===== config.mk =====
export PLATFORM = sky130hd
export DESIGN_NAME = pc_sequencer
export DESIGN_NICKNAME = d
export VERILOG_FILES = /design/src/rtl/pc_pkg.sv /design/src/rtl/branch_target_adder.sv /design/src/rtl/pc_sequencer.sv
export SDC_FILE = /design/constraint.sdc
export NUM_CORES = 1
export LEC_CHECK = 0
export BUFFER_PORTS_ARGS = -buffer_cell sky130_fd_sc_hd__buf_2
export CAP_MARGIN = 20
export CORE_AREA = 2 2 100 102
export CTS_CLUSTER_SIZE = 8
export DETAILED_ROUTE_END_ITERATION = 6
export DIE_AREA = 0 0 102 104
export PLACE_DENSITY = 0.75
export SYNTH_ARGS = -nofsm -noshare
export SYNTH_HDL_FRONTEND = slang
export SYNTH_SLANG_ARGS = --single-unit

===== constraint.sdc =====
create_clock -name CLK -period 3.3 [get_ports CLK]
set_input_delay 0.33 -clock CLK [delete_from_list [all_inputs] [get_ports CLK]]
set_output_delay 0.33 -clock CLK [all_outputs]
set_load 0.01 [all_outputs]

===== src/rtl/pc_pkg.sv =====
// Shared types and defaults for the program-counter sequencer and its helpers.
package pc_pkg;

  localparam int PC_WIDTH_DEF     = 32;
  localparam int OFFSET_WIDTH_DEF = 8;
  localparam int OFFSET_SHIFT_DEF = 2;
  localparam int INSTR_BYTES_DEF  = 4;
  localparam int CNT_WIDTH_DEF    = 16;

  // Which redirect request won the priority decode this cycle.
  typedef enum logic [1:0] {
    SEL_NONE = 2'd0,
    SEL_JUMP = 2'd1,
    SEL_BEQ  = 2'd2,
    SEL_BNE  = 2'd3
  } redir_sel_t;

  // RUN: sequential fetch. REDIR: the PC just took a redirect, FLUSH is high.
  typedef enum logic {
    ST_RUN   = 1'b0,
    ST_REDIR = 1'b1
  } fsm_t;

endpackage


===== src/rtl/branch_target_adder.sv =====
// Relative branch target: fall-through + (sign-extended offset << shift),
// modulo 2^PC_WIDTH. Purely combinational so a pipelined fetch can reuse it.
module branch_target_adder
  import pc_pkg::*;
#(
  parameter int PC_WIDTH     = PC_WIDTH_DEF,
  parameter int OFFSET_WIDTH = OFFSET_WIDTH_DEF,
  parameter int OFFSET_SHIFT = OFFSET_SHIFT_DEF
) (
  input  logic [PC_WIDTH-1:0]     pc_next_seq,
  input  logic [OFFSET_WIDTH-1:0] offset,
  output logic [PC_WIDTH-1:0]     target
);

  logic [PC_WIDTH-1:0] offset_sext;
  logic [PC_WIDTH-1:0] offset_bytes;

  // Sign-extend, scale to bytes and add; carries out of PC_WIDTH are dropped.
  always_comb begin
    offset_sext  = {{(PC_WIDTH-OFFSET_WIDTH){offset[OFFSET_WIDTH-1]}}, offset};
    offset_bytes = offset_sext << OFFSET_SHIFT;
    target       = pc_next_seq + offset_bytes;
  end

endmodule


===== src/rtl/pc_sequencer.sv =====
// Program-counter unit: holds the PC, computes fall-through and relative
// redirect targets, raises a one-cycle FLUSH after each applied redirect and
// counts applied redirects (saturating).
//
// Flow control: there is no valid/ready pair here. STALL=1 is a memory
// busywait that freezes every register (PC, counter, FSM); control inputs are
// only consumed on an edge where STALL=0, and the decoder holds them stable
// while stalled. TAKEN is combinational and may be observed at any time.
module pc_sequencer
  import pc_pkg::*;
#(
  parameter int                  PC_WIDTH     = PC_WIDTH_DEF,
  parameter int                  OFFSET_WIDTH = OFFSET_WIDTH_DEF,
  parameter int                  OFFSET_SHIFT = OFFSET_SHIFT_DEF,
  parameter int                  INSTR_BYTES  = INSTR_BYTES_DEF,
  parameter logic [PC_WIDTH-1:0] RESET_VECTOR = '0,
  parameter int                  CNT_WIDTH    = CNT_WIDTH_DEF
) (
  input  logic                    CLK,
  input  logic                    RESET,
  input  logic                    STALL,
  input  logic                    JUMP,
  input  logic                    BRANCH,
  input  logic                    BRANCH_NE,
  input  logic                    ZERO,
  input  logic [OFFSET_WIDTH-1:0] OFFSET,
  output logic [PC_WIDTH-1:0]     PC,
  output logic [PC_WIDTH-1:0]     PC_NEXT_SEQ,
  output logic                    TAKEN,
  output logic                    FLUSH,
  output logic [CNT_WIDTH-1:0]    TAKEN_COUNT,
  output fsm_t                    DBG_STATE
);

  redir_sel_t          sel;
  fsm_t                state;
  logic [PC_WIDTH-1:0] target;

  assign PC_NEXT_SEQ = PC + PC_WIDTH'(INSTR_BYTES);
  assign DBG_STATE   = state;

  branch_target_adder #(
    .PC_WIDTH     (PC_WIDTH),
    .OFFSET_WIDTH (OFFSET_WIDTH),
    .OFFSET_SHIFT (OFFSET_SHIFT)
  ) u_target (
    .pc_next_seq (PC_NEXT_SEQ),
    .offset      (OFFSET),
    .target      (target)
  );

  // Priority decode: only the highest asserted request has its condition evaluated.
  always_comb begin
    sel = SEL_NONE;
    if (JUMP)           sel = SEL_JUMP;
    else if (BRANCH)    sel = SEL_BEQ;
    else if (BRANCH_NE) sel = SEL_BNE;
  end

  // Resolve the winning request against the ALU zero flag.
  always_comb begin
    TAKEN = 1'b0;
    case (sel)
      SEL_JUMP: TAKEN = 1'b1;
      SEL_BEQ:  TAKEN = ZERO;
      SEL_BNE:  TAKEN = ~ZERO;
      default:  TAKEN = 1'b0;
    endcase
  end

  // PC, redirect FSM, FLUSH and counter; everything freezes while STALL is high.
  always_ff @(posedge CLK) begin
    if (RESET) begin
      PC          <= RESET_VECTOR;
      state       <= ST_RUN;
      FLUSH       <= 1'b0;
      TAKEN_COUNT <= '0;
    end else if (!STALL) begin
      if (TAKEN) begin
        PC    <= target;
        state <= ST_REDIR;
        FLUSH <= 1'b1;
        if (TAKEN_COUNT != '1) TAKEN_COUNT <= TAKEN_COUNT + CNT_WIDTH'(1);
      end else begin
        PC    <= PC_NEXT_SEQ;
        state <= ST_RUN;
        FLUSH <= 1'b0;
      end
    end
  end

endmodule


# == After elaboration in Yosys (flattened, before gate mapping) ==
# Index checks and enable logic that the tools add are counted.
# classes
add_sub_neg,3
n_mul,0
div,0
n_lt_le_gt_ge,0
eq_ne,4
shift,0
mux,6
bitwise_logic,2
reduce_logical,1
# ops
operator,count
"32-bit by 3-bit adder with 32-bit output, second input constant",1
32-bit adder,1
32-bit 2-to-1 mux,1
"16-bit by 1-bit adder with 16-bit output, second input constant",1
"16-bit inequality test, second input constant",1
2-bit 2-to-1 mux,3
"2-bit == test, second input constant",2
1-bit one-hot mux with 3 select lines,1
3-bit AND reduction,1
"2-bit by 1-bit == test with 1-bit output, second input constant",1
1-bit inverter,2
1-bit 2-to-1 mux,1
# totals
register_bits,49
latch_bits,0
mem_bits_rw,0
mem_bits_ro,0
inputBits,15
out_inout_bits,83
wordCells,19
mem_count,0

# == Longest topological paths before layout ==
# depth
word_depth,6
ltp_mapped,16
mapped_depth_nobuf,15

# == Hierarchy ==
# A second synthesis with hierarchy kept.
# hier_totals
hier_cells,679
area_unflattened_um2,5198.7
# modules_own_cells
mod,n_inst,cells_each,area_each_um2,seq_area_each_um2
pc_sequencer,1,453,3538.4,980.9
branch_target_adder,1,226,1660.3,0.0

# == Worst setup path after synthesis ==
# Ideal clock, no wire load.
# synth_timing
kind,register to register
startpoint,register PC[12]
endpoint,register PC[31]
setup_time_ps,121
arrival_ps,3544
t_required_ps,3179
setup_slack_ps,-365
stages_incl_launch_ff,16
n_path_buf,1
synth_period_minus_slack_ps,3665
path_cell_list,dfxtp_1 -> buf_2 -> nand4_4 -> or3_4 -> nor3_1 -> nand3_1 -> xnor2_1 -> ha_1 -> a21oi_1 -> nand2_1 -> nor3_1 -> o211a_1 -> o31ai_1 -> a21o_1 -> nand3_2 -> mux2_4
# synth_between
elab_chain_cells,3
# synth_lines
item,line_no,source
start: declaration,pc_sequencer.sv:27,"output logic [PC_WIDTH-1:0] PC,"
start signal: assignment,pc_sequencer.sv:80,PC <= target;
32-bit by 3-bit adder with 32-bit output,pc_sequencer.sv:39,assign PC_NEXT_SEQ = PC + PC_WIDTH'(INSTR_BYTES);
via PC_NEXT_SEQ[25],pc_sequencer.sv:28,"output logic [PC_WIDTH-1:0] PC_NEXT_SEQ,"
32-bit adder,branch_target_adder.sv:22,target = pc_next_seq + offset_bytes;
32-bit 2-to-1 mux,pc_sequencer.sv:79,if (TAKEN) begin
# The timed path passes the listed nets, and every way through them passes these cells.
# A chain may end at the register's enable or synchronous reset.

# == Worst setup path in the final report ==
# layout_timing
startpoint,register PC[19]
endpoint,register PC[31]
# layout_between
elab_chain_cells,3
# layout_lines
item,line_no
32-bit by 3-bit adder with 32-bit output (*),pc_sequencer.sv:39
32-bit adder,branch_target_adder.sv:22
32-bit 2-to-1 mux (*),pc_sequencer.sv:79
# Every way passes the cells marked *; elsewhere a longest branch is shown, timed or not.

==> flow_summary.yaml <==
final_layout:
  nNetsFinal: 865
  syn_to_final_growth_pct: 43.4
  mostFrequentLayoutCells: "118 x buf_4, 93 x buf_2, 65 x nor2_1"
  utilization: 0.697
  final_layout_size_suffix_gt1_frac: 0.387
  diodes: 0
  layout.cells.most_common: "buf_4"
  post-route-cell-area_mm2: 0.00665
route:
  wl_met1_um: 6870
  route.detailed.drc: 0
  drt_pass1_iterations: 5
  wl_met2_um: 7880
  vias: 5629
  antenna_left: 0
  wl_per_cell_um: 17.6
  highest_layer: "met4"
  wl_um: 16600
  viasPerCell: 5.96
  route.met3.wl_um: 1440
  first_iter_violations: 598
die:
  placement_rows: 36
  dieHeight_um: 104
  ios: 98
  die_w_um: 102
  initial_utilization: 0.486
  die-area_mm2: 0.0106
  core-area_mm2: 0.00955
synthesis:
  yosysUniqueCellTypes: 65
  syn_inst: 620
  synth-edff-count: 0
  synth_area_leaders: "dfxtp_1 20%, ha_1 10%, a21oi_1 6.3%"
  ys_async_sr_fraction: 0
  syn_area_mm2: 0.00464
  yosys_warnings: 0
  avgSynthCellArea_um2: 7.48
  yosysSeqAreaShare: 0.203
  yosys.area.top_type: "dfxtp_1"
  ys_ff_latch: 47
  synthFlopType: "dfxtp_1"
  synth_top_area_share: 0.203
timing:
  skew_ns: 0.00887
  max_freq_ghz: 0.294
  setup_slack_ns: -0.0978
  final.period_utilization: 1.03
  max_slew_margin: 0.349
  post-route-min-period_ns: 3.40
  rsz0062_at_grt: "yes"
  hold_violations: 0
  slew_viol_final: 0
  worst_pin_slew_ns: 0.976
  setup_viol: 2
grt:
  grt_pass1_vias: 5373
  grt_pass1_wl_um: 26000
  grt.total_usage: 0.303
  grt_max_degree: 47
  overflow: 0
  antenna_found_initial: 0
min_path:
  hold_start: "OFFSET[0]"
  hold_class: "input pin to flip-flop"
pwr:
  p_comb_frac: 0.514
  finalPower_mw: 2.32
  leakagePower_nw: 3.17
  ir_worst_vdd_mv: 0.225
  intPower_mw: 1.38
  p_seq_frac: 0.284
  power_frac_clock: 0.202
  power-per-cell-area_mw_per_mm2: 349
  p_sw_mw: 0.935
  switching_share: 0.403
setup_path:
  crit_required_ns: 3.52
  end_kind: "flip-flop"
  critPathKind: "flip-flop to flip-flop"
  worstSetupStartpoint: "PC[19]"
  cp_max_fo: 5
  crit_path_start_kind: "flip-flop"
  cp.arrival_ns: 3.62
  r2r_start: "PC[19]"
run_status:
  violations: "setup timing"
  outcome: "finished, violations left"
clock_network:
  hold_buffers: 0
  clk_pin_slew_ns: 0.11
  cts_root_buf: "clkbuf_8"
  clock-sinks: 47
  clk_latency_ns: 0.32
  numCtsBuffers: 5
  h-tree-depth: 2
  cts_tree: "built"
  clockBufferDepth: 2
place:
  placed_area_mm2: 0.00609
  port_buffers: 93
  hpwl_um: 12200
  place.gp.congestion: 0.978
run:
  max_cap_violations: 0
[path summary, 6_finish.rpt]
path              cells after the start             end  slack [ns]
hold reg to reg                       2  TAKEN_COUNT[9]        0.53
hold / removal                        4           PC[2]        0.46
setup / recovery                     14          PC[31]        -0.1
setup reg to reg                     14          PC[31]        -0.1
[registers in the layout, summed over array words and instances, names as in the netlist]
signal       flops
DBG_STATE        1
TAKEN_COUNT     16
PC              30
[through the flow]
stage               setup slack [ns]   TNS, ns  cells  hold slack, ns
CTS                          -0.0134   -0.0134    939           0.468
global route                  -0.225    -0.683    945           0.516
global placement              -0.122    -0.234    929           0.480
finish                       -0.0978    -0.108    945           0.465
detailed placement            -0.222    -0.462    929           0.501
floorplan                   -0.00513  -0.00513    623           0.505
[kinds of logic after synthesis]
kind of cell,synth area share
AO/OA/AOI/OAI,0.274
XOR/XNOR,0.108
adder cells (fa/ha/maj),0.107
buffers and inverters,0.0434
flip-flops,0.203
multiplexers,0.00998
other,0.000809
AND/OR/NAND/NOR,0.254
[worst max-delay path, cell delays in order (launching register included)]
cell and delay [ns]:
dfxtp_2 0.36, nand2_2 0.10, or3_4 0.45, buf_4 0.17, nor4_4 0.24, and4_4 0.31
xor2_2 0.15, ha_1 0.30, nor2b_2 0.19, o21a_1 0.18, a31oi_1 0.17, o31ai_2 0.12
a21o_1 0.18, nand3_2 0.07, mux2_4 0.29
[metal layers]
layer  vias to the layer above  track usage
met5                         -            0
met4                         0        0.123
met3                        36       0.0437
met2                       291        0.488
met1                      2660        0.402
li1                       2642            -
[cells in the mapped netlist (7+ instances only)]
master / number
or3_1: 7
a311oi_1: 7
a31oi_1: 8
a211oi_1: 7
xor2_1: 24
clkbuf_1: 24
nand4_1: 10
ha_1: 38
nor3_1: 15
nor2_1: 69
a21o_1: 24
xnor2_1: 33
o21a_1: 9
dfxtp_1: 47
a21oi_1: 58
inv_1: 12
o211ai_1: 10
nand3_1: 28
nand2_1: 50
and3_1: 9
o21ai_0: 35
[power groups by stage]
| stage | Sequential [mW] | Clock (mW) | Combinational, mW |
|---|---|---|---|
| 5_1_grt | 0.664 | 0.495 | 1.28 |
| 3_5_place_dp | 0.665 | 0 | 1.06 |
| 4_1_cts | 0.653 | 0.475 | 1.09 |
| 6_report | 0.658 | 0.469 | 1.19 |
| 2_1_floorplan | 0.699 | 0 | 0.604 |
| 3_3_place_gp | 0.661 | 0 | 1.04 |
[cell type report]
class,instances,area (um^2)
sequential,47,962
clock inverter,3,46.3
multi-input combinational,529,3960
fill,816,2900
tap,133,166
timing repair buffer,215,1400
inverter,13,48.8
clock buffer,5,68.8
[timing repair]
item                                    in CTS  in global routing
endpoints found under the setup margin      11                 18
pin swaps                                    6                 23
setup buffers                                2                  6
gates resized for setup                     15                 66
(Power assumes the default switching activity.)
